**config.mk**
```make
export PLATFORM = sky130hd
export DESIGN_NAME = write_channel_axi
export DESIGN_NICKNAME = d
export VERILOG_FILES = /design/src/rtl/write_channel_axi_pkg.sv /design/src/rtl/write_channel_axi_beat.sv /design/src/rtl/write_channel_axi.sv
export SDC_FILE = /design/constraint.sdc
export NUM_CORES = 1
export LEC_CHECK = 0
export BUFFER_PORTS_ARGS = -buffer_cell sky130_fd_sc_hd__buf_2
export CAP_MARGIN = 10
export CORE_ASPECT_RATIO = 1.5
export CORE_MARGIN = 2
export CORE_UTILIZATION = 37
export CTS_CLUSTER_DIAMETER = 150
export CTS_CLUSTER_SIZE = 10
export DETAILED_ROUTE_END_ITERATION = 6
export PLACE_DENSITY = 0.8
export SLEW_MARGIN = 0
export SYNTH_ARGS = -nofsm -noshare
export SYNTH_HDL_FRONTEND = slang
export SYNTH_SLANG_ARGS = --single-unit
```
**constraint.sdc**
```tcl
create_clock -name clk -period 1.87 [get_ports clk]
set_input_delay 0.0935 -clock clk [delete_from_list [all_inputs] [get_ports clk]]
set_output_delay 0.0935 -clock clk [all_outputs]
set_load 0.01 [all_outputs]
```
**src/rtl/write_channel_axi_pkg.sv**
```systemverilog
`default_nettype none
// ============================================================================
// Module : write_channel_axi_pkg
// Brief  : AXI encodings and engine state codes shared by the write channel.
// Rev    : 1.0
// ============================================================================
package write_channel_axi_pkg;

    localparam logic [1:0] C_BURST_INCR  = 2'b01;
    localparam logic [1:0] C_RESP_OKAY   = 2'b00;
    localparam logic [3:0] C_AWCACHE     = 4'b0011;

    typedef logic [1:0] state_t;

    localparam state_t C_ST_IDLE = 2'd0;
    localparam state_t C_ST_ADDR = 2'd1;
    localparam state_t C_ST_DATA = 2'd2;
    localparam state_t C_ST_RESP = 2'd3;

    // Width of an index that may legitimately have zero bits.
    function automatic int max1(input int v);
        return (v > 0) ? v : 1;
    endfunction

endpackage
`default_nettype wire

```
**src/rtl/write_channel_axi_beat.sv**
```systemverilog
`default_nettype none
// ============================================================================
// Module : write_channel_axi_beat
// Brief  : Beat index into the write-back buffer; constant 0 for one-beat lines.
// Rev    : 1.0
// ============================================================================
module write_channel_axi_beat
    import write_channel_axi_pkg::*;
#(
    parameter int LINE2MEM_W = 3,
    parameter int WORD_W     = max1(LINE2MEM_W)
) (
    input  logic              clk,
    input  logic              reset,
    input  logic              clear_i,
    input  logic              adv_i,
    output logic [WORD_W-1:0] word_o,
    output logic              last_o
);

    generate
        if (LINE2MEM_W > 0) begin : g_burst
            localparam logic [LINE2MEM_W-1:0] C_LAST = '1;
            localparam logic [LINE2MEM_W-1:0] C_ONE  = 1;

            logic [LINE2MEM_W-1:0] word_q;
            logic [LINE2MEM_W-1:0] word_d;

            // Saturates on the last beat so the index never wraps mid-burst.
            always_comb begin
                word_d = word_q;
                if (clear_i) begin
                    word_d = '0;
                end else if (adv_i && (word_q != C_LAST)) begin
                    word_d = word_q + C_ONE;
                end
            end

            always_ff @(posedge clk or posedge reset) begin
                if (reset) begin
                    word_q <= '0;
                end else begin
                    word_q <= word_d;
                end
            end

            assign word_o = word_q;
            assign last_o = (word_q == C_LAST);
        end else begin : g_single
            logic w_unused;
            assign w_unused = clk ^ reset ^ clear_i ^ adv_i;
            assign word_o   = '0;
            assign last_o   = 1'b1;
        end
    endgenerate

endmodule
`default_nettype wire

```
**src/rtl/write_channel_axi.sv**
```systemverilog
`default_nettype none
// ============================================================================
// Module : write_channel_axi
// Brief  : Evicts one cache line as a single AXI4 INCR write burst (AW, W, B).
//          Define AXI_WRITE_RETRY_EN to re-send the burst on an error response.
// Rev    : 1.0
// ============================================================================
module write_channel_axi
    import write_channel_axi_pkg::*;
#(
    parameter int                FE_ADDR_W  = 32,
    parameter int                FE_DATA_W  = 32,
    parameter int                WORD_OFF_W = 3,
    parameter int                BE_ADDR_W  = FE_ADDR_W,
    parameter int                BE_DATA_W  = FE_DATA_W,
    parameter int                BE_NBYTES  = BE_DATA_W / 8,
    parameter int                BE_BYTE_W  = $clog2(BE_NBYTES),
    parameter int                LINE2MEM_W = WORD_OFF_W - $clog2(BE_DATA_W / FE_DATA_W),
    parameter int                AXI_LEN_W  = 8,
    parameter int                AXI_ID_W   = 1,
    parameter logic [AXI_ID_W-1:0] AXI_ID   = '0
) (
    input  logic                                        clk,
    input  logic                                        reset,

    input  logic                                        wb_valid_i,
    input  logic [FE_ADDR_W-BE_BYTE_W-LINE2MEM_W-1:0]   wb_addr_i,
    output logic                                        wb_ready_o,
    output logic [max1(LINE2MEM_W)-1:0]                 wb_word_o,
    input  logic [BE_DATA_W-1:0]                        wb_wdata_i,

    output logic [AXI_ID_W-1:0]                         m_axi_awid_o,
    output logic [BE_ADDR_W-1:0]                        m_axi_awaddr_o,
    output logic [AXI_LEN_W-1:0]                        m_axi_awlen_o,
    output logic [2:0]                                  m_axi_awsize_o,
    output logic [1:0]                                  m_axi_awburst_o,
    output logic                                        m_axi_awlock_o,
    output logic [3:0]                                  m_axi_awcache_o,
    output logic [2:0]                                  m_axi_awprot_o,
    output logic [3:0]                                  m_axi_awqos_o,
    output logic                                        m_axi_awvalid_o,
    input  logic                                        m_axi_awready_i,

    output logic [BE_DATA_W-1:0]                        m_axi_wdata_o,
    output logic [BE_NBYTES-1:0]                        m_axi_wstrb_o,
    output logic                                        m_axi_wlast_o,
    output logic                                        m_axi_wvalid_o,
    input  logic                                        m_axi_wready_i,

    input  logic [AXI_ID_W-1:0]                         m_axi_bid_i,
    input  logic [1:0]                                  m_axi_bresp_i,
    input  logic                                        m_axi_bvalid_i,
    output logic                                        m_axi_bready_o
);

    localparam int LADDR_W = FE_ADDR_W - BE_BYTE_W - LINE2MEM_W;
    localparam int OFF_W   = LINE2MEM_W + BE_BYTE_W;

    state_t               state_q;
    state_t               state_d;
    logic [LADDR_W-1:0]   addr_q;
    logic [LADDR_W-1:0]   addr_d;
    logic [FE_ADDR_W-1:0] w_line_addr;
    logic                 w_last;
    logic                 w_clear;
    logic                 w_adv;
    logic                 w_resp_ok;
    logic                 w_unused;

    // SLVERR/DECERR both carry bit 1; OKAY and EXOKAY count as success.
    assign w_resp_ok = (m_axi_bresp_i[1] == C_RESP_OKAY[1]);
    assign w_unused  = ^{m_axi_bid_i, m_axi_bresp_i, w_resp_ok};

    always_ff @(posedge clk or posedge reset) begin
        if (reset) begin
            state_q <= C_ST_IDLE;
            addr_q  <= '0;
        end else begin
            state_q <= state_d;
            addr_q  <= addr_d;
        end
    end

    always_comb begin
        state_d = state_q;
        addr_d  = addr_q;
        case (state_q)
            C_ST_IDLE: begin
                if (wb_valid_i) begin
                    state_d = C_ST_ADDR;
                    addr_d  = wb_addr_i;
                end
            end
            C_ST_ADDR: begin
                if (m_axi_awready_i) begin
                    state_d = C_ST_DATA;
                end
            end
            C_ST_DATA: begin
                if (m_axi_wready_i && w_last) begin
                    state_d = C_ST_RESP;
                end
            end
            C_ST_RESP: begin
                if (m_axi_bvalid_i) begin
`ifdef AXI_WRITE_RETRY_EN
                    state_d = w_resp_ok ? C_ST_IDLE : C_ST_ADDR;
`else
                    state_d = C_ST_IDLE;
`endif
                end
            end
            default: state_d = C_ST_IDLE;
        endcase
    end

    always_comb begin
        wb_ready_o      = 1'b0;
        m_axi_awvalid_o = 1'b0;
        m_axi_wvalid_o  = 1'b0;
        m_axi_wlast_o   = 1'b0;
        m_axi_bready_o  = 1'b0;
        case (state_q)
            C_ST_IDLE: wb_ready_o      = 1'b1;
            C_ST_ADDR: m_axi_awvalid_o = 1'b1;
            C_ST_DATA: begin
                m_axi_wvalid_o = 1'b1;
                m_axi_wlast_o  = w_last;
            end
            C_ST_RESP: m_axi_bready_o  = 1'b1;
            default: ;
        endcase
    end

    // Index restarts on every entry to ADDR, including a retried burst.
    assign w_clear = (state_d == C_ST_ADDR) && (state_q != C_ST_ADDR);
    assign w_adv   = (state_q == C_ST_DATA) && m_axi_wready_i;

    write_channel_axi_beat #(
        .LINE2MEM_W (LINE2MEM_W),
        .WORD_W     (max1(LINE2MEM_W))
    ) u_beat (
        .clk     (clk),
        .reset   (reset),
        .clear_i (w_clear),
        .adv_i   (w_adv),
        .word_o  (wb_word_o),
        .last_o  (w_last)
    );

    assign w_line_addr     = {addr_q, {OFF_W{1'b0}}};
    assign m_axi_awaddr_o  = BE_ADDR_W'(w_line_addr);
    assign m_axi_awid_o    = AXI_ID;
    assign m_axi_awlen_o   = AXI_LEN_W'((2 ** LINE2MEM_W) - 1);
    assign m_axi_awsize_o  = 3'(BE_BYTE_W);
    assign m_axi_awburst_o = C_BURST_INCR;
    assign m_axi_awlock_o  = 1'b0;
    assign m_axi_awcache_o = C_AWCACHE;
    assign m_axi_awprot_o  = 3'b000;
    assign m_axi_awqos_o   = 4'b0000;

    assign m_axi_wdata_o   = wb_wdata_i;
    assign m_axi_wstrb_o   = '1;

endmodule
`default_nettype wire

```
# --- Word level (Yosys, flattened, before mapping) ---
# Cells that the tools add are included.
op_classes:
  eq_ne: 7
  div_mod_pow: 0
  n_mul: 0
  mux: 12
  bitwise: 0
  n_shift: 0
  order_cmp: 0
  n_reduce_logical: 7
  add_sub_neg: 1
ops:
  columns: ["cell", "n"]
  rows:
  - ["$mux 2", 4]
  - ["$pmux 2 s4", 1]
  - ["$mux 3", 2]
  - ["$mux 1", 5]
  - ["$eq 2x1->1 const B", 2]
  - ["$eq 2x2->1 const B", 2]
  - ["$logic_and 1x1->1", 4]
  - ["$add 3x1->3 const B", 1]
  - ["$eq 3x3->1 const B", 1]
  - ["$ne 3x3->1 const B", 1]
  - ["$logic_not 2->1", 1]
  - ["$ne 2x1->1 const B", 1]
  - ["$reduce_and 2->1", 1]
  - ["$reduce_bool 2->1", 1]
word_totals:
  mem_count: 0
  inputBits: 68
  out_inout_bits: 102
  ram_bits: 0
  mem_bits_ro: 0
  latchBits: 0
  reg_bits: 32

# --- Logic depth before layout (Yosys ltp) ---
# Gate-level depths: netlist (run 1).
logic_depth:
  ltp_word: 7
  mapped_depth: 5

# --- Cells and area by module ---
# A second synthesis (run 1) with hierarchy kept.
unflattened:
  hier_cells: 160
  hier_area_um2: 1956.9
modules_own_cells:
  columns: ["mod", "n_inst", "cells_each", "seq_area_each_um2", "area_each_um2"]
  rows:
  - ["write_channel_axi", 1, 144, 725.7, 1769.2]
  - ["write_channel_axi_beat", 1, 16, 75.1, 187.7]

# --- Least setup slack after synthesis (run 1) ---
# OpenSTA, ideal clock, no wires.
synth_timing:
  kind: "register -> register"
  start: "reg u_beat.g_burst.word_q[0] (netlist: u_beat.word_o[0])"
  end: "reg u_beat.g_burst.word_q[1] (netlist: u_beat.word_o[1])"
  t_required_ns: 1.751
  path_stages_with_launch: 6
  path_buffers: 0
  setup_slack_ns: 0.380
  setup_ns: 0.119
  arrival_ns: 1.371
  path_cell_list: "dfrtp_1 > ha_1 > ha_1 > and4bb_2 > mux2i_1 > nor2_1"
synth_between:
  elab_chain_cells: 7
synth_rtl:
  columns: ["item", "line_no", "source"]
  rows:
  - ["from (decl)", "write_channel_axi_beat.sv:26", "logic [LINE2MEM_W-1:0] word_q;"]
  - ["from (signal assigned)", "write_channel_axi_beat.sv:43", "word_q <= word_d;"]
  - ["$eq 3x3->1", "write_channel_axi_beat.sv:48", "assign last_o = (word_q == C_LAST);"]
  - ["$logic_and 1x1->1", "write_channel_axi.sv:100", "if (m_axi_wready_i && w_last) begin"]
  - ["$mux 2", "write_channel_axi.sv:100", null]
  - ["$pmux 2 s4", "write_channel_axi.sv:87", "case (state_q)"]
  - ["$eq 2x1->1", "write_channel_axi.sv:136", "assign w_clear = (state_d == C_ST_ADDR) && (state_q != C_ST_ADDR);"]
  - ["$logic_and 1x1->1", "write_channel_axi.sv:136", null]
  - ["$mux 3 / $reduce_bool 2->1 (equally long branches)", null, null]
# Parallel ways exist; a longest one is shown, timed or not. The select of a mux whose other input is x is not followed.
# A chain may end at the register's enable or synchronous reset.

# --- Final worst setup path (run 1) ---
# Ends and elaborated chain as after synthesis.

==> results of run 1 <==
-- worst max-delay path, delay by kind of cell, from the launching register on --
family / cells / cell delay (ns)
muxes: 1 / 0.19
adders and majority gates: 2 / 0.41
and+or+nand+nor: 2 / 0.40
DFF: 1 / 0.41
-- cell usage after synthesis (2+ instances only) --
master	count	area (µm²)
buf_6	3	33.78
mux2_4	27	405.4
nor2_1	3	11.26
conb_1	2	7.510
o21ai_0	2	10.01
buf_4	67	503.0
dfrtp_1	32	800.8
and2_1	2	12.51
ha_1	2	25.02
mux2i_1	2	20.02
nand2_1	3	11.26
-- flip-flops by register name, indices dropped and copies added (netlist names) --
signal         flops
addr_q            27
state_q            2
u_beat.word_o      3
-- metrics by stage --
stage / cells / setup slack (ns) / hold WS, ns / area (µm²) / utilization, %
after floorplan: 188 / 0.3797 / 0.2097 / 2034 / -
after global placement: 255 / 0.3534 / 0.1871 / 1936 / 38.37
after detailed placement: 255 / 0.3501 / 0.1871 / 1936 / 38.37
after CTS: 263 / 0.3309 / 0.03566 / 2023 / 40.10
after global routing: 263 / 0.2580 / 0.03397 / 2023 / 40.10
final: 263 / 0.3427 / 0.04863 / 2023 / 40.10
-- path summary, 6_finish.rpt --
| path | from | endpoint | slack (ns) | depth (start not counted) |
|---|---|---|---|---|
| min | wb_addr_i[16] | addr_q[16] | 0.05 | 2 |
| max | u_beat.word_o[0] | u_beat.word_o[1] | 0.34 | 5 |
| min in group asynchronous | reset | addr_q[16] | 0.44 | 4 |
| max reg2reg | u_beat.word_o[0] | u_beat.word_o[1] | 0.34 | 5 |
| min reg2reg | addr_q[1] | addr_q[1] | 0.50 | 1 |
| max in group asynchronous | reset | addr_q[1] | 1.13 | 4 |
-- report_power, final --
| part | switching (mW) | internal (mW) | leakage [nW] |
|---|---|---|---|
| Sequential | 0.214 | 1.04 | 0.383 |
| Clock | 0.225 | 0.252 | 0.0410 |
| Combinational | 0.616 | 0.853 | 0.679 |
| Total | 1.06 | 2.14 | 1.10 |
-- kinds of logic (layout without fill, tap and decap cells) --
family	after synthesis	after routing	synth area share, %
other	2	35	0.3931
adders and majority gates	2	2	1.310
AOI/OAI and AO/OA	4	4	1.113
xor gates and xnor gates	1	1	0.4585
DFF	32	32	41.91
muxes	29	29	22.27
buffers and inverters	72	79	28.55
and+or+nand+nor	13	13	3.995
-- timing repair --
| item | CTS | global route |
|---|---|---|
| buffers inserted | 0 | 0 |
| hold buffers | 1 | 0 |
| endpoints found under the hold margin | 32 | 0 |
| endpoints found under the setup margin | 0 | 0 |
-- cell type report --
type | count | area, µm²
tap | 68 | 85.08
inverter | 1 | 3.754
clock inverter | 1 | 5.005
timing repair buffer | 71 | 367.9
fill | 511 | 3022
multi-input combinational | 84 | 688.2
sequential | 32 | 800.8
clock buffer | 6 | 72.57
-- routing by layer --
layer	track usage, %	up-vias	wire length [µm]
met5	0	-	0
met4	10.93	0	224
met3	3.804	36	341
met2	16.85	72	1520
met1	11.70	478	1056
li1	-	474	-
==> summary.txt, run 1 <==
Yosys reg bits: 32
CP required: 2.02 ns
Sink Count: 32
Area growth syn-to-layout: 5.894%
# H-tree levels: 2
Async S/R FF share, synth: 100.0%
die footprint: 0.005766 mm²
most used flip-flop cell after synthesis: dfrtp_1
DR WL/cell: 11.95 µm
antenna diode count: 0
syn_area_per_cell: 12.33 µm²
most frequent cells in the layout: 67 x buf_2, 35 x conb_1, 32 x dfrtp_1
f_max: 0.6548 GHz
IO Pins: 170
Power per Cell Area: 1581 mW/mm²
Distinct cells, synth: 21
Synth Cell Area: 0.001911 mm²
leakage: 1.103 nW
first-pass GRT wire length: 4836 µm
area of the core: 0.005045 mm²
largest net degree at the start of global routing: 33
post_cts resized: 0
Setup CP Type: register to register
Initial Utilization: 37.87%
DRT Wirelength: 3143 µm
# rows: 32
ratio of cells with drive above 1 in the final layout: 54.36%
cell count after synthesis: 155
critical path capture point type: register
Root Driver: clkbuf_8
DR DRC count: 0
Synth warnings: 0
nets: 265
total iterations of the first detailed-routing run: 2
CP cell instances: ha_1 > ha_1 > and4bb_2 > mux2i_1 > nor2_1
Final Setup Violations: 0
via/cell ratio: 4.030
CTS tree: done
crit share post-route: 81.67%
Max VDD drop: 0.0005767 V
status: finished, final reports clean
final clock skew: 0.005312 ns
GRT Total Usage: 11.10%
via count: 1,060
Skew-Pair Late Insertion Delay: 0.27 ns
Max FO, Critical Path: 3
Iter 0 DRT Violations: 18
number of synthesized flops with an enable pin: 0
initial antenna violation count: 0
CP max stage cell: dfrtp_1
CTS max path bufs: 2
Critical Path Most Common Cell: ha_1
max incr delay on CP: 0.41 ns
RD Place Congestion: 0.6205
post-synthesis sequential area ratio: 41.91%
final hold viol count: 0
number of port buffers: 67
crit path DAT: 1.68 ns
number of routed nets with antenna violations: 0
Final min period: 1.527 ns
commonest non-fill, non-tap cell in the layout: buf_2
total of max-cap violations: 0
CTS Buf Count: 5
final number of max-transition violations: 0
startpoint type of the worst setup path: register
HPWL Detailed: 2336 µm
clk slew on worst S/H paths: 0.06 ns
Die H: 92.01 µm
grt ovf: 0
Min-Delay Path Class: input pin to register
vias in the first global route: 1,014
RSZ-0062 raised after global routing: no
setup TNS: 0 ns
total power: 3.199 mW
Die W: 62.67 µm
(Power assumes the default switching activity.)
==> inputs of run 2 (changes only) <==
--- a/config.mk
+++ b/config.mk
@@ -9,11 +9,11 @@
 export CAP_MARGIN = 10
 export CORE_ASPECT_RATIO = 1.5
 export CORE_MARGIN = 2
-export CORE_UTILIZATION = 37
+export CORE_UTILIZATION = 34
 export CTS_CLUSTER_DIAMETER = 150
 export CTS_CLUSTER_SIZE = 10
 export DETAILED_ROUTE_END_ITERATION = 6
-export PLACE_DENSITY = 0.8
+export PLACE_DENSITY = 0.78
 export SLEW_MARGIN = 0
 export SYNTH_ARGS = -nofsm -noshare
 export SYNTH_HDL_FRONTEND = slang
==> constraint.sdc (replaced) <==
create_clock -name clk -period 1.2 [get_ports clk]
set_input_delay 0.06 -clock clk [delete_from_list [all_inputs] [get_ports clk]]
set_output_delay 0.06 -clock clk [all_outputs]
set_load 0.01 [all_outputs]
==> summary.txt, run 2 (same netlist as run 1, synthesis figures left out) <==
status: finished, violations left
failing checks: setup timing
number of routed nets with antenna violations: 0 (unchanged)
via/cell ratio: 4.062 (+0.77%)
total power: 6.169 mW (+93%)
final non-filler cell area: 0.002444 mm² (+21%)
Critical R2R Capture: u_beat.word_o[1]
RSZ-0062 raised after global routing: yes
final hold viol count: 0 (unchanged)
CP required: 1.37 ns (-0.65 ns)
crit share post-route: 122.5% (+41 points)
Sink Count: 32 (unchanged)
# rows: 33 (+3.1%)
number of port buffers: 67 (unchanged)
# H-tree levels: 2 (unchanged)
CTS Buf Count: 5 (unchanged)
Worst Setup SP: u_beat.word_o[1]
leakage: 1.290 nW (+17%)
Initial Utilization: 35.06% (-2.8 points)
IO Pins: 170 (unchanged)
setup ws final: -0.2704 ns (-0.6132 ns)
GRT Total Usage: 12.35% (+1.3 points)
Iter 0 DRT Violations: 9 (-9)
RD Place Congestion: 0.7015 (+13%)
total of max-cap violations: 0 (unchanged)
Skew-Pair Late Insertion Delay: 0.28 ns (about the same)
final clock skew: 0.005588 ns (+0.0002758 ns)
reg2reg path depth: 5 (unchanged)
Final min period: 1.470 ns (-0.05685 ns)
most frequent cells in the layout: 64 x buf_2, 35 x conb_1, 32 x dfrtp_1
clk slew on worst S/H paths: 0.07 ns (about the same)
ratio of cells with drive above 1 in the final layout: 60.36% (+6.0 points)
critical path capture point type: register
Area growth syn-to-layout: 27.90%
CP max stage cell: dfrtp_1
area of the core: 0.005450 mm² (+8.0%)
grt ovf: 0 (unchanged)
via count: 1,186 (+12%)
startpoint type of the worst setup path: register
Top reg by flops: addr_q
CP cell instances: ha_2 > ha_4 > and4bb_2 > mux2i_1 > nor2_1
Max VDD drop: 0.0008970 V (+56%)
vias in the first global route: 1,181 (+16%)
initial antenna violation count: 0 (unchanged)
crit path DAT: 1.64 ns (-0.04 ns)
antenna diode count: 0 (unchanged)
CTS max path bufs: 2 (unchanged)
HPWL Detailed: 2610 µm (+12%)
first-pass GRT wire length: 5692 µm (+18%)
Max FO, Critical Path: 3 (unchanged)
DRT Wirelength: 3811 µm (+21%)
register area: 800.8 µm² (unchanged)
Multi-input gate area: 724.4 µm² (+5.3%)
pre-CTS setup slack: -0.2442 ns (-0.5944 ns)
Root Driver: clkbuf_8
last element of the critical path: u_beat.word_o[1]
Die H: 95.81 µm (+4.1%)
total iterations of the first detailed-routing run: 3 (+1)
placed cell area: 0.002051 mm² (+5.9%)
max incr delay on CP: 0.40 ns (about the same)
r2r setup slk: -0.27 ns (-0.61 ns)
nets: 291 (+9.8%)
f_max: 0.6801 GHz (+3.9%)
final core occ: 44.83% (+4.7 points)
Worst R2R Start: u_beat.word_o[1]
fillcell total: 531 (+3.9%)
Final Setup Violations: 32 (+32)
max reg flops: 27 (unchanged)
die footprint: 0.006247 mm² (+8.3%)
DR DRC count: 0 (unchanged)
commonest non-fill, non-tap cell in the layout: buf_2
Setup CP Type: register to register
DR WL/cell: 13.05 µm (+9.2%)
Min-Delay Path Class: input pin to register
Die W: 65.21 µm (+4.0%)
CTS tree: done
largest net degree at the start of global routing: 23 (-30%)
final number of max-transition violations: 0 (unchanged)
Power per Cell Area: 2525 mW/mm² (+60%)
run 2: cell count changes in the layout (fill, tap and decap cells not counted), sizes merged:
cell and delta:
buf +20, clkinv -1, dlygate4sd3 +6, clkbuf +1, bufinv +1
run 2: cell type report:
class                      instances  share of cell area (%)
tap                               70                   3.584
multi-input combinational         84                   29.65
clock inverter                     1                   1.229
timing repair buffer              97                   28.67
clock buffer                       7                   3.943
inverter                           1                  0.1536
sequential                        32                   32.77
run 2: per-layer routing:
layer	share of wire [%]	global-route usage, %	vias up
met1	32	11.53	562
met3	8.4	3.041	26
met5	0	0	-
met2	54	22.62	67
li1	-	-	531
met4	4.9	9.549	0
run 2: worst min path at each step:
stage | from | end | slack, ns | cells past startpoint
2_1_floorplan | reset | addr_q[0] | 0.18 | 1
3_3_place_gp | reset | addr_q[24] | 0.06 | 3
3_5_place_dp | reset | addr_q[24] | 0.07 | 3
4_1_cts | wb_addr_i[25] | addr_q[25] | 0.0001 | 2
5_1_grt | wb_addr_i[11] | addr_q[11] | 0.0005 | 2
6_report | wb_addr_i[10] | addr_q[10] | 0.01 | 2
run 2: stage by stage:
stage	setup TNS, ns	instances	hold WS [ns]
6_report	-6.020	292	0.01437
5_1_grt	-7.714	292	0.0004637
4_1_cts	-6.248	289	0.0001038
3_5_place_dp	-3.419	266	0.06625
3_3_place_gp	-2.826	266	0.06311
2_1_floorplan	-4.380	188	0.1762
run 2: repair_timing:
action / CTS / global route
buffers inserted: 6 / 7
pin swaps: 5 / 6
endpoints found under the hold margin: 38 / 0
setup endpoints to repair: 35 / 36
resized for setup: 8 / 12
hold buffers: 7 / 0
cloned: 2 / 0
run 2: critical path: cells and delay by family (launching register included):
kind	cells	cell delay, ns
DFF	1	0.40
and+or+nand+nor	2	0.40
adders and majority gates	2	0.36
muxes	1	0.20
run 2: power breakdown:
group | internal, mW | total (mW) | switching, mW
combinational | 1.91 | 3.10 | 1.19
clock | 0.733 | 1.13 | 0.396
sequential | 1.62 | 1.94 | 0.321
